===== src/rtl/poli_sweep_ctrl.sv =====
// -----------------------------------------------------------------------------
// poli_sweep_ctrl
//
// Upstream driver / characteriser for the POLI polymorphic-gate stage.
// Drives the gate's output_select, A, B, Vxx and Vyy pins, captures the
// gate output X through a two-flop synchroniser and assembles the measured
// truth tables. A run covers either one configuration (four {A,B} vectors)
// or all eight configurations. On completion the measured tables are
// compared with the host-supplied expected tables and pass/fail is reported.
//
// Parameters
//   SETTLE_CYCLES  cycles each drive pattern is held ahead of the sync stage
//                  (1..255); each pattern lasts P = SETTLE_CYCLES + 2 cycles
//
// Ports
//   clk         in   system clock, rising edge
//   n_rst       in   asynchronous active-low reset
//   start       in   request a run, accepted only while idle
//   abort       in   synchronous cancel of a run in progress
//   sweep_all   in   1: all 8 configs, 0: single config from cfg_*
//   cfg_sel     in   output_select for a single run
//   cfg_vxx     in   Vxx level for a single run
//   cfg_vyy     in   Vyy level for a single run
//   exp_tables  in   expected tables, slot idx={sel,vxx,vyy} at [idx*4 +: 4]
//   poli_sel    out  POLI output_select
//   poli_a      out  POLI A
//   poli_b      out  POLI B
//   poli_vxx    out  POLI Vxx
//   poli_vyy    out  POLI Vyy
//   poli_x      in   POLI X, asynchronous to clk
//   busy        out  run in progress
//   done        out  one-cycle pulse, result/pass valid
//   pass        out  all measured slots matched, held until next accepted start
//   result      out  measured tables, same layout as exp_tables
// -----------------------------------------------------------------------------
module poli_sweep_ctrl #(
   parameter int unsigned SETTLE_CYCLES = 8
) (
   input  logic        clk,
   input  logic        n_rst,
   input  logic        start,
   input  logic        abort,
   input  logic        sweep_all,
   input  logic        cfg_sel,
   input  logic        cfg_vxx,
   input  logic        cfg_vyy,
   input  logic [31:0] exp_tables,
   output logic        poli_sel,
   output logic        poli_a,
   output logic        poli_b,
   output logic        poli_vxx,
   output logic        poli_vyy,
   input  logic        poli_x,
   output logic        busy,
   output logic        done,
   output logic        pass,
   output logic [31:0] result
);

   localparam int unsigned Period = SETTLE_CYCLES + 2;
   // Eight bits cover every period except SETTLE_CYCLES=255, where the
   // terminal count (P-1 = 256) needs one more bit.
   localparam int unsigned CntW = (Period > 256) ? 9 : 8;
   localparam logic [CntW-1:0] CntLast = CntW'(Period - 1);

   typedef enum logic [1:0] {
      StIdle,
      StRun,
      StDone
   } state_e;

   state_e            state_q, state_d;
   logic [CntW-1:0]   cnt_q, cnt_d;
   logic [1:0]        vec_q, vec_d;
   logic [2:0]        idx_q, idx_d;
   logic              sweep_q, sweep_d;
   logic [31:0]       exp_q, exp_d;
   logic [31:0]       result_q, result_d;
   logic              pass_q, pass_d;
   logic              busy_q, busy_d;
   logic              done_q, done_d;
   logic [4:0]        pins_q, pins_d;   // {sel, vxx, vyy, a, b}
   logic [1:0]        sync_q, sync_d;
   logic              last_vec;

   // Two-flop synchroniser for the asynchronous gate output.
   always_comb begin
      sync_d = {sync_q[0], poli_x};
   end

   always_comb begin
      state_d  = state_q;
      cnt_d    = cnt_q;
      vec_d    = vec_q;
      idx_d    = idx_q;
      sweep_d  = sweep_q;
      exp_d    = exp_q;
      result_d = result_q;
      pass_d   = pass_q;
      busy_d   = busy_q;
      done_d   = 1'b0;
      last_vec = (vec_q == 2'd3) && (!sweep_q || (idx_q == 3'd7));

      case (state_q)
         StIdle: begin
            if (start && !abort) begin
               state_d  = StRun;
               sweep_d  = sweep_all;
               idx_d    = sweep_all ? 3'd0 : {cfg_sel, cfg_vxx, cfg_vyy};
               vec_d    = 2'd0;
               cnt_d    = '0;
               exp_d    = exp_tables;
               result_d = '0;
               pass_d   = 1'b0;
               busy_d   = 1'b1;
            end
         end

         StRun: begin
            if (abort) begin
               // Abort beats a coinciding final sample: no done pulse.
               state_d  = StIdle;
               busy_d   = 1'b0;
               result_d = '0;
               pass_d   = 1'b0;
               cnt_d    = '0;
               vec_d    = 2'd0;
               idx_d    = 3'd0;
            end else if (cnt_q == CntLast) begin
               // Sample edge: capture, then advance to the next pattern.
               result_d[{idx_q, vec_q}] = sync_q[1];
               cnt_d = '0;
               if (last_vec) begin
                  state_d = StDone;
                  busy_d  = 1'b0;
                  done_d  = 1'b1;
                  // Unmeasured slots are zero and take no part in pass.
                  if (sweep_q) begin
                     pass_d = (result_d == exp_q);
                  end else begin
                     pass_d = (result_d[{idx_q, 2'b00} +: 4] == exp_q[{idx_q, 2'b00} +: 4]);
                  end
                  vec_d = 2'd0;
                  idx_d = 3'd0;
               end else begin
                  vec_d = vec_q + 2'd1;
                  if (vec_q == 2'd3) begin
                     idx_d = idx_q + 3'd1;
                  end
               end
            end else begin
               cnt_d = cnt_q + CntW'(1);
            end
         end

         StDone: begin
            state_d = StIdle;
         end

         default: begin
            state_d = StIdle;
            busy_d  = 1'b0;
         end
      endcase

      // Pins are registered from the next state so they change on the
      // same edge as the sample and are quiet outside a run.
      pins_d = (state_d == StRun) ? {idx_d, vec_d} : 5'd0;
   end

   always_ff @(posedge clk or negedge n_rst) begin
      if (!n_rst) begin
         state_q  <= StIdle;
         cnt_q    <= '0;
         vec_q    <= 2'd0;
         idx_q    <= 3'd0;
         sweep_q  <= 1'b0;
         exp_q    <= '0;
         result_q <= '0;
         pass_q   <= 1'b0;
         busy_q   <= 1'b0;
         done_q   <= 1'b0;
         pins_q   <= 5'd0;
         sync_q   <= 2'd0;
      end else begin
         state_q  <= state_d;
         cnt_q    <= cnt_d;
         vec_q    <= vec_d;
         idx_q    <= idx_d;
         sweep_q  <= sweep_d;
         exp_q    <= exp_d;
         result_q <= result_d;
         pass_q   <= pass_d;
         busy_q   <= busy_d;
         done_q   <= done_d;
         pins_q   <= pins_d;
         sync_q   <= sync_d;
      end
   end

   assign poli_sel = pins_q[4];
   assign poli_vxx = pins_q[3];
   assign poli_vyy = pins_q[2];
   assign poli_a   = pins_q[1];
   assign poli_b   = pins_q[0];
   assign busy     = busy_q;
   assign done     = done_q;
   assign pass     = pass_q;
   assign result   = result_q;

endmodule

===== config.mk =====
export PLATFORM = sky130hd
export DESIGN_NAME = poli_sweep_ctrl
export DESIGN_NICKNAME = d
export VERILOG_FILES = /design/src/rtl/poli_sweep_ctrl.sv
export SDC_FILE = /design/constraint.sdc
export NUM_CORES = 1
export LEC_CHECK = 0
export ABC_AREA = 1
export ABC_CLOCK_PERIOD_IN_PS = 3000
export CAP_MARGIN = 10
export CORE_MARGIN = 2
export CORE_UTILIZATION = 50
export CTS_BUF_LIST = sky130_fd_sc_hd__clkbuf_16
export CTS_CLUSTER_DIAMETER = 80
export DETAILED_ROUTE_END_ITERATION = 10
export GPL_TIMING_DRIVEN = 0
export PLACE_DENSITY_LB_ADDON = 0.12
export SETUP_SLACK_MARGIN = 0.05
export SYNTH_ARGS = -nofsm -noshare
export SYNTH_HDL_FRONTEND = slang
export SYNTH_SLANG_ARGS = --single-unit

===== constraint.sdc =====
create_clock -name clk -period 3 [get_ports clk]
set_input_delay 0.6 -clock clk [delete_from_list [all_inputs] [get_ports clk]]
set_output_delay 0.6 -clock clk [all_outputs]
set_load 0.01 [all_outputs]

==> metrics.csv <==
metric,value,unit
status,finished clean,
cts_max_level,3,
synth_top_cell_by_area,dfrtp_1,
netlist_top_cells_count,"nand2_1, inv_1, nand3_1, dfrtp_1, o21ai_0",
ff2ff_path_depth,16,
drc_errors,0,
synthAdderAreaFrac,1.97,%
ios,81,
slew_headroom,51.8,%
hp-class,input port to asynchronous set/reset pin,
worstPathCellList,inv_1 > ha_1 > buf_2 > buf_1 > nand4_1 > nand2_1 > nand2_1 > nand2_1 > nand2_1 > nor2_1 > nand2_1 > nor2_1 > nand2_1 > nand2_1 > nand3_1 > nand2_1,
reg2reg_from,vec_q[0],
yosysTopAreaCellShare,39.5,%
synth_edf_count,0,
yosys.area_share.xor_xnor,0.307,%
final.fill_count,1097,
ys_warn_count,0,
finalCritPeriodShare,93.2,%
die_y,111,µm
avgSynthCellArea,6.59,µm²
netlist_area,5700,µm²
rrSetupSlack,0.20,ns
grt_usage,30.1,%
initial_core_util,50.6,%
die_w,111,µm
path_clk_slew,0.07,ns
synthTopCellsByArea,"dfrtp_1, nand2_1, nand3_1",
p_per_area,564,nW/µm²
max_freq,0.358,GHz
finalClockSkew,0.00560,ns
grt_max_degree,49,
numPortBuffers,80,
crit_top_cell,nand2_1,
cp_data_arrival_time,3.08,ns
drt_iter0_markers,535,
yosysUniqueCellTypes,26,
muxShareOfSynthArea,0,%
dp.final_hpwl,13200,µm
r2r_end,pass,
layout.nets,1007,
row_count,39,
grt_antenna_before_repair,0,
synth.most_common_cell,nand2_1,
ys_ff_latch,90,
ant_nets,0,
tns,0,ns
ctsResizeCount,0,
synthToLayoutAreaGrowth,22.2,%
cp-start-kind,flop,
wl,18100,µm
place_congestion,0.962,
holdWs,0.244,ns
irDropWorstVdd,0.368,mV
finalHoldViolCount,0,
grt-ovfl-total,0,
dr.pass1.iters,7,
slowest_delay,0.51,ns
maxSlewViolCount,0,
cts_sinks,90,
post_drt_wl_per_cell,16.4,µm
yosys.area_share.simple,37.7,%
clock_latency,0.34,ns
setup_viol,0,
num_antenna_cells,0,
cts_setup_buffers,0,
synth_nets,915,
synth_top_family_by_area,simple AND/OR/NAND/NOR gates,
vias,6135,
rsz0062_at_grt,no,
p_leak,3.33,nW
period_needed,2.80,ns
synthCells,865,
critical_path_class,flop to flop,
maxCapViolCount,0,
dieArea,12300,µm²
worstMarginPinSlew,0.723,ns
layout-drive-gt1-share,3.95,%
vias_per_cell,5.55,
cts_tree,done,
synth_compound_area_share,9.46,%
grt_pass1_wl,29200,µm
critPathRequiredTime,3.28,ns
clock_path_buffers,2,
async_flop_share,100,%
cts_buffers,9,
clockRootBuffer,clkbuf_16,
crit_slowest_cell,buf_1,
yosysSeqAreaShare,39.5,%
coreArea,11300,µm²
crit_family,simple AND/OR/NAND/NOR gates,
crit_fanout,10,
crit_buf_inv,3,
cts_hold_buf,0,
end_kind,flop,
grt_pass1_vias,5634,
ys.flop_type,dfrtp_1,
registers in the layout (all words and copies together) (netlist names):
register and cells:
pins_q 5, busy 1, result 32, vec_q 2
cnt_q 8, sync_q 2, sweep_q 1, pass 1
done 1, idx_q 3, state_q 2, exp_q 32
kinds of logic (layout without fill, tap and decap cells):
family,after synthesis,in the layout
AO/OA/AOI/OAI,99,99
adder cells (fa/ha/maj),9,9
XOR/XNOR,2,2
buffers and inverters,160,257
flip-flops,90,90
AND/OR/NAND/NOR,505,505
worst max-delay path by stage:
| stage | to | slack [ns] | cells after the start | from |
|---|---|---|---|---|
| finish | pass | 0.20 | 16 | vec_q[0] |
| CTS | pass | 0.27 | 16 | vec_q[0] |
| global placement | result[10] | -1.91 | 1 | n_rst |
| global route | pass | 0.05 | 16 | vec_q[0] |
| detailed placement | result[8] | -0.05 | 10 | abort |
| floorplan | pass | 1.03 | 16 | vec_q[0] |
final cells by class:
| type | instances | area (µm²) | area share [%] |
|---|---|---|---|
| Buffer | 43 | 190 | 2.73 |
| Clock buffer | 9 | 225 | 3.23 |
| Clock inverter | 7 | 37.5 | 0.539 |
| Inverter | 117 | 439 | 6.30 |
| Multi-Input combinational cell | 615 | 2820 | 40.5 |
| Sequential cell | 90 | 2250 | 32.3 |
| Tap cell | 143 | 179 | 2.57 |
| Timing Repair Buffer | 81 | 826 | 11.8 |
where the power goes:
group	internal [W]	switching, W
Combinational	0.000451	0.000892
Sequential	0.00140	0.000151
Clock	0.000552	0.000485
cell usage in the layout, fill, tap and decap left out, types with 4 or more instances in the layout:
cell	instances
clkdlybuf4s50_1	79
inv_1	115
o22ai_1	26
buf_4	5
o21ai_0	62
clkbuf_16	9
dfrtp_1	90
clkbuf_1	24
nand3_1	96
buf_2	11
nor2_1	38
ha_1	9
nand4_1	36
nand2_1	319
buf_1	4
a21oi_1	7
nor3_1	8
per-stage QoR:
step	utilization, %	std cells	total power, W	worst slack (ns)	area, µm²
finish	61.8	1105	0.00393	0.205	6970
global route	61.8	1105	0.00419	0.0529	6970
CTS	61.8	1105	0.00391	0.266	6970
detailed placement	59.5	1089	0.00288	-0.0508	6710
global placement	59.3	1088	0.00286	-1.91	6680
floorplan	-	865	0.00243	1.03	5700
metal layers:
layer | part of all wire [%] | global-route usage, % | routed length, µm
met5 | 0 | 0 | 0
met4 | 2.4 | 8.50 | 430
met3 | 9.0 | 4.98 | 1630
met2 | 45 | 47.9 | 8110
met1 | 44 | 42.7 | 7960
Power figures use the tool's default switching activity.
==> patch, RTL diff (same settings) <==
The output `done` loses its register stage (`done_q` becomes a continuous assignment).
--- a/src/rtl/poli_sweep_ctrl.sv
+++ b/src/rtl/poli_sweep_ctrl.sv
@@ -180,5 +180,4 @@
          pass_q   <= 1'b0;
          busy_q   <= 1'b0;
-         done_q   <= 1'b0;
          pins_q   <= 5'd0;
          sync_q   <= 2'd0;
@@ -193,9 +192,10 @@
          pass_q   <= pass_d;
          busy_q   <= busy_d;
-         done_q   <= done_d;
          pins_q   <= pins_d;
          sync_q   <= sync_d;
       end
    end
+
+   assign done_q = done_d;
 
    assign poli_sel = pins_q[4];
Formal check against the unedited RTL: no difference found for any inputs over 10 cycles, from zero or initial values and one cycle with n_rst low; that may be too few to reach the edited logic, so the function may still have changed.
==> patch against the original RTL <==
Routed wire length decreased by 2.2%; synthesized area decreased by 0.44%; via count decreased by 1.1%; sequential cell count decreased by 1; critical path type is now reg2out; final area about the same; worst setup slack got worse by 77 ps; largest cell class unchanged; total power increased by 2.8%; count of clock-buffer cells in the layout unchanged; synthesized cell count decreased by 0.12%; clock power increased by 12%; die area decreased by 0.42%.
==> patch: results (changes against the original RTL) <==
[placed_design]
dp_cells=1085  ; was 1,089
place_area_um2=6679  ; was 6708 um2
gp_congestion=0.9867  ; was 0.9624

[logic_synthesis]
synth_fa_ha_area_share_pct=1.983  ; was 1.975%
seq_area_frac_synth_pct=39.22  ; was 39.49%
yosys-top-cells-area=dfrtp_1 39%, nand2_1 21%, nand3_1 8.5%, inv_1 7.5%, o21ai_0 5.5%  ; was dfrtp_1 39%, nand2_1 21%, nand3_1 8.4%, inv_1 7.5%, o21ai_0 5.4%
syn_area_per_cell_um2=6.572  ; was 6.593 um2
synth_compound_area_share_pct=9.498  ; was 9.456%

[timing]
relSlewSlack_pct=51.13  ; was 51.80%
skew_ps=5.322  ; was 5.604 ps

[drt]
wl_met2_um=7855  ; was 8111 um
drt_iter0_markers=517  ; was 535
routed-wl-met3_um=1647  ; was 1626 um
drt-wirelength-per-cell_um=16.11  ; was 16.41 um
firstDrtPassIters=5  ; was 7
vias_per_cell=5.515  ; was 5.552

[pwr]
leakagePower_nw=3.324  ; was 3.328 nW
vdd_drop_max_mv=0.3358  ; was 0.3683 mV
p_int_mw=2.486  ; was 2.405 mW

[run_status]
status=finished clean  ; unchanged

[worst_setup_path]
crit_family=flip-flops  ; was simple AND/OR/NAND/NOR gates
crit_slowest_cell=dfrtp_1  ; was buf_1
critPathLaunch=idx_q[1]$_DFF_PN0_  ; was vec_q[0]$_DFF_PN0_

[global_route]
use_met2_pct=45.19  ; was 47.89%
use_met1_pct=41.08  ; was 42.75%
met3_usage_pct=5.269  ; was 4.975%
grt_pass1_wl_um=28280  ; was 29,210 um
grt_usage_pct=28.97  ; was 30.12%

[patch: changes by cell type after synthesis]
| cell | before | now |
|---|---|---|
| dfrtp_1 | 90 | 89 |
[patch: cell type report]
| cell class | count | area (um2) |
|---|---|---|
| Clock buffer | 9 | 225.2 |
| Tap cell | 140 | 175.2 |
| Sequential cell | 89 | 2227 |
| Clock inverter | 7 | 68.82 |
| Timing Repair Buffer | 81 | 825.8 |
| Multi-Input combinational cell | 615 | 2821 |
| Fill cell | 1062 | 4011 |
| Inverter | 117 | 439.2 |
| Buffer | 42 | 188.9 |
[patch: power by group through the flow]
| stage | registers, mW | clock network (mW) | logic, mW |
|---|---|---|---|
| after CTS | 1.53 | 1.15 | 1.32 |
| after global placement | 1.55 | 0 | 1.29 |
| after floorplan | 1.51 | 0 | 0.911 |
| final | 1.54 | 1.16 | 1.35 |
| after detailed placement | 1.55 | 0 | 1.31 |
| after global routing | 1.56 | 1.21 | 1.52 |
[patch: what timing repair did]
action / in CTS / in global routing
endpoints found under the setup margin: 1 / 1
hold buffers: 0 / 0
gates resized for setup: 0 / 1
endpoints found under the hold margin: 0 / 0
[patch: how the worst max path moves through the flow]
| stage | endpoint | slack, ps | cells past startpoint |
|---|---|---|---|
| 2_1_floorplan | done | 930 | 5 |
| 3_3_place_gp | exp_q[12]$_DFFE_PN0P_ | -1900 | 1 |
| 3_5_place_dp | done | -80 | 6 |
| 4_1_cts | done | 60 | 5 |
| 5_1_grt | result[24]$_DFFE_PN0P_ | 60 | 10 |
| 6_report | done | 130 | 5 |
[patch: per-stage QoR]
step | setup slack (ps) | hold WS (ps)
after floorplan | 926.4 | 304.4
after global placement | -1895 | 332.5
after detailed placement | -77.07 | 337.0
after CTS | 57.14 | 271.6
after global routing | 55.79 | 290.9
final | 128.1 | 229.8
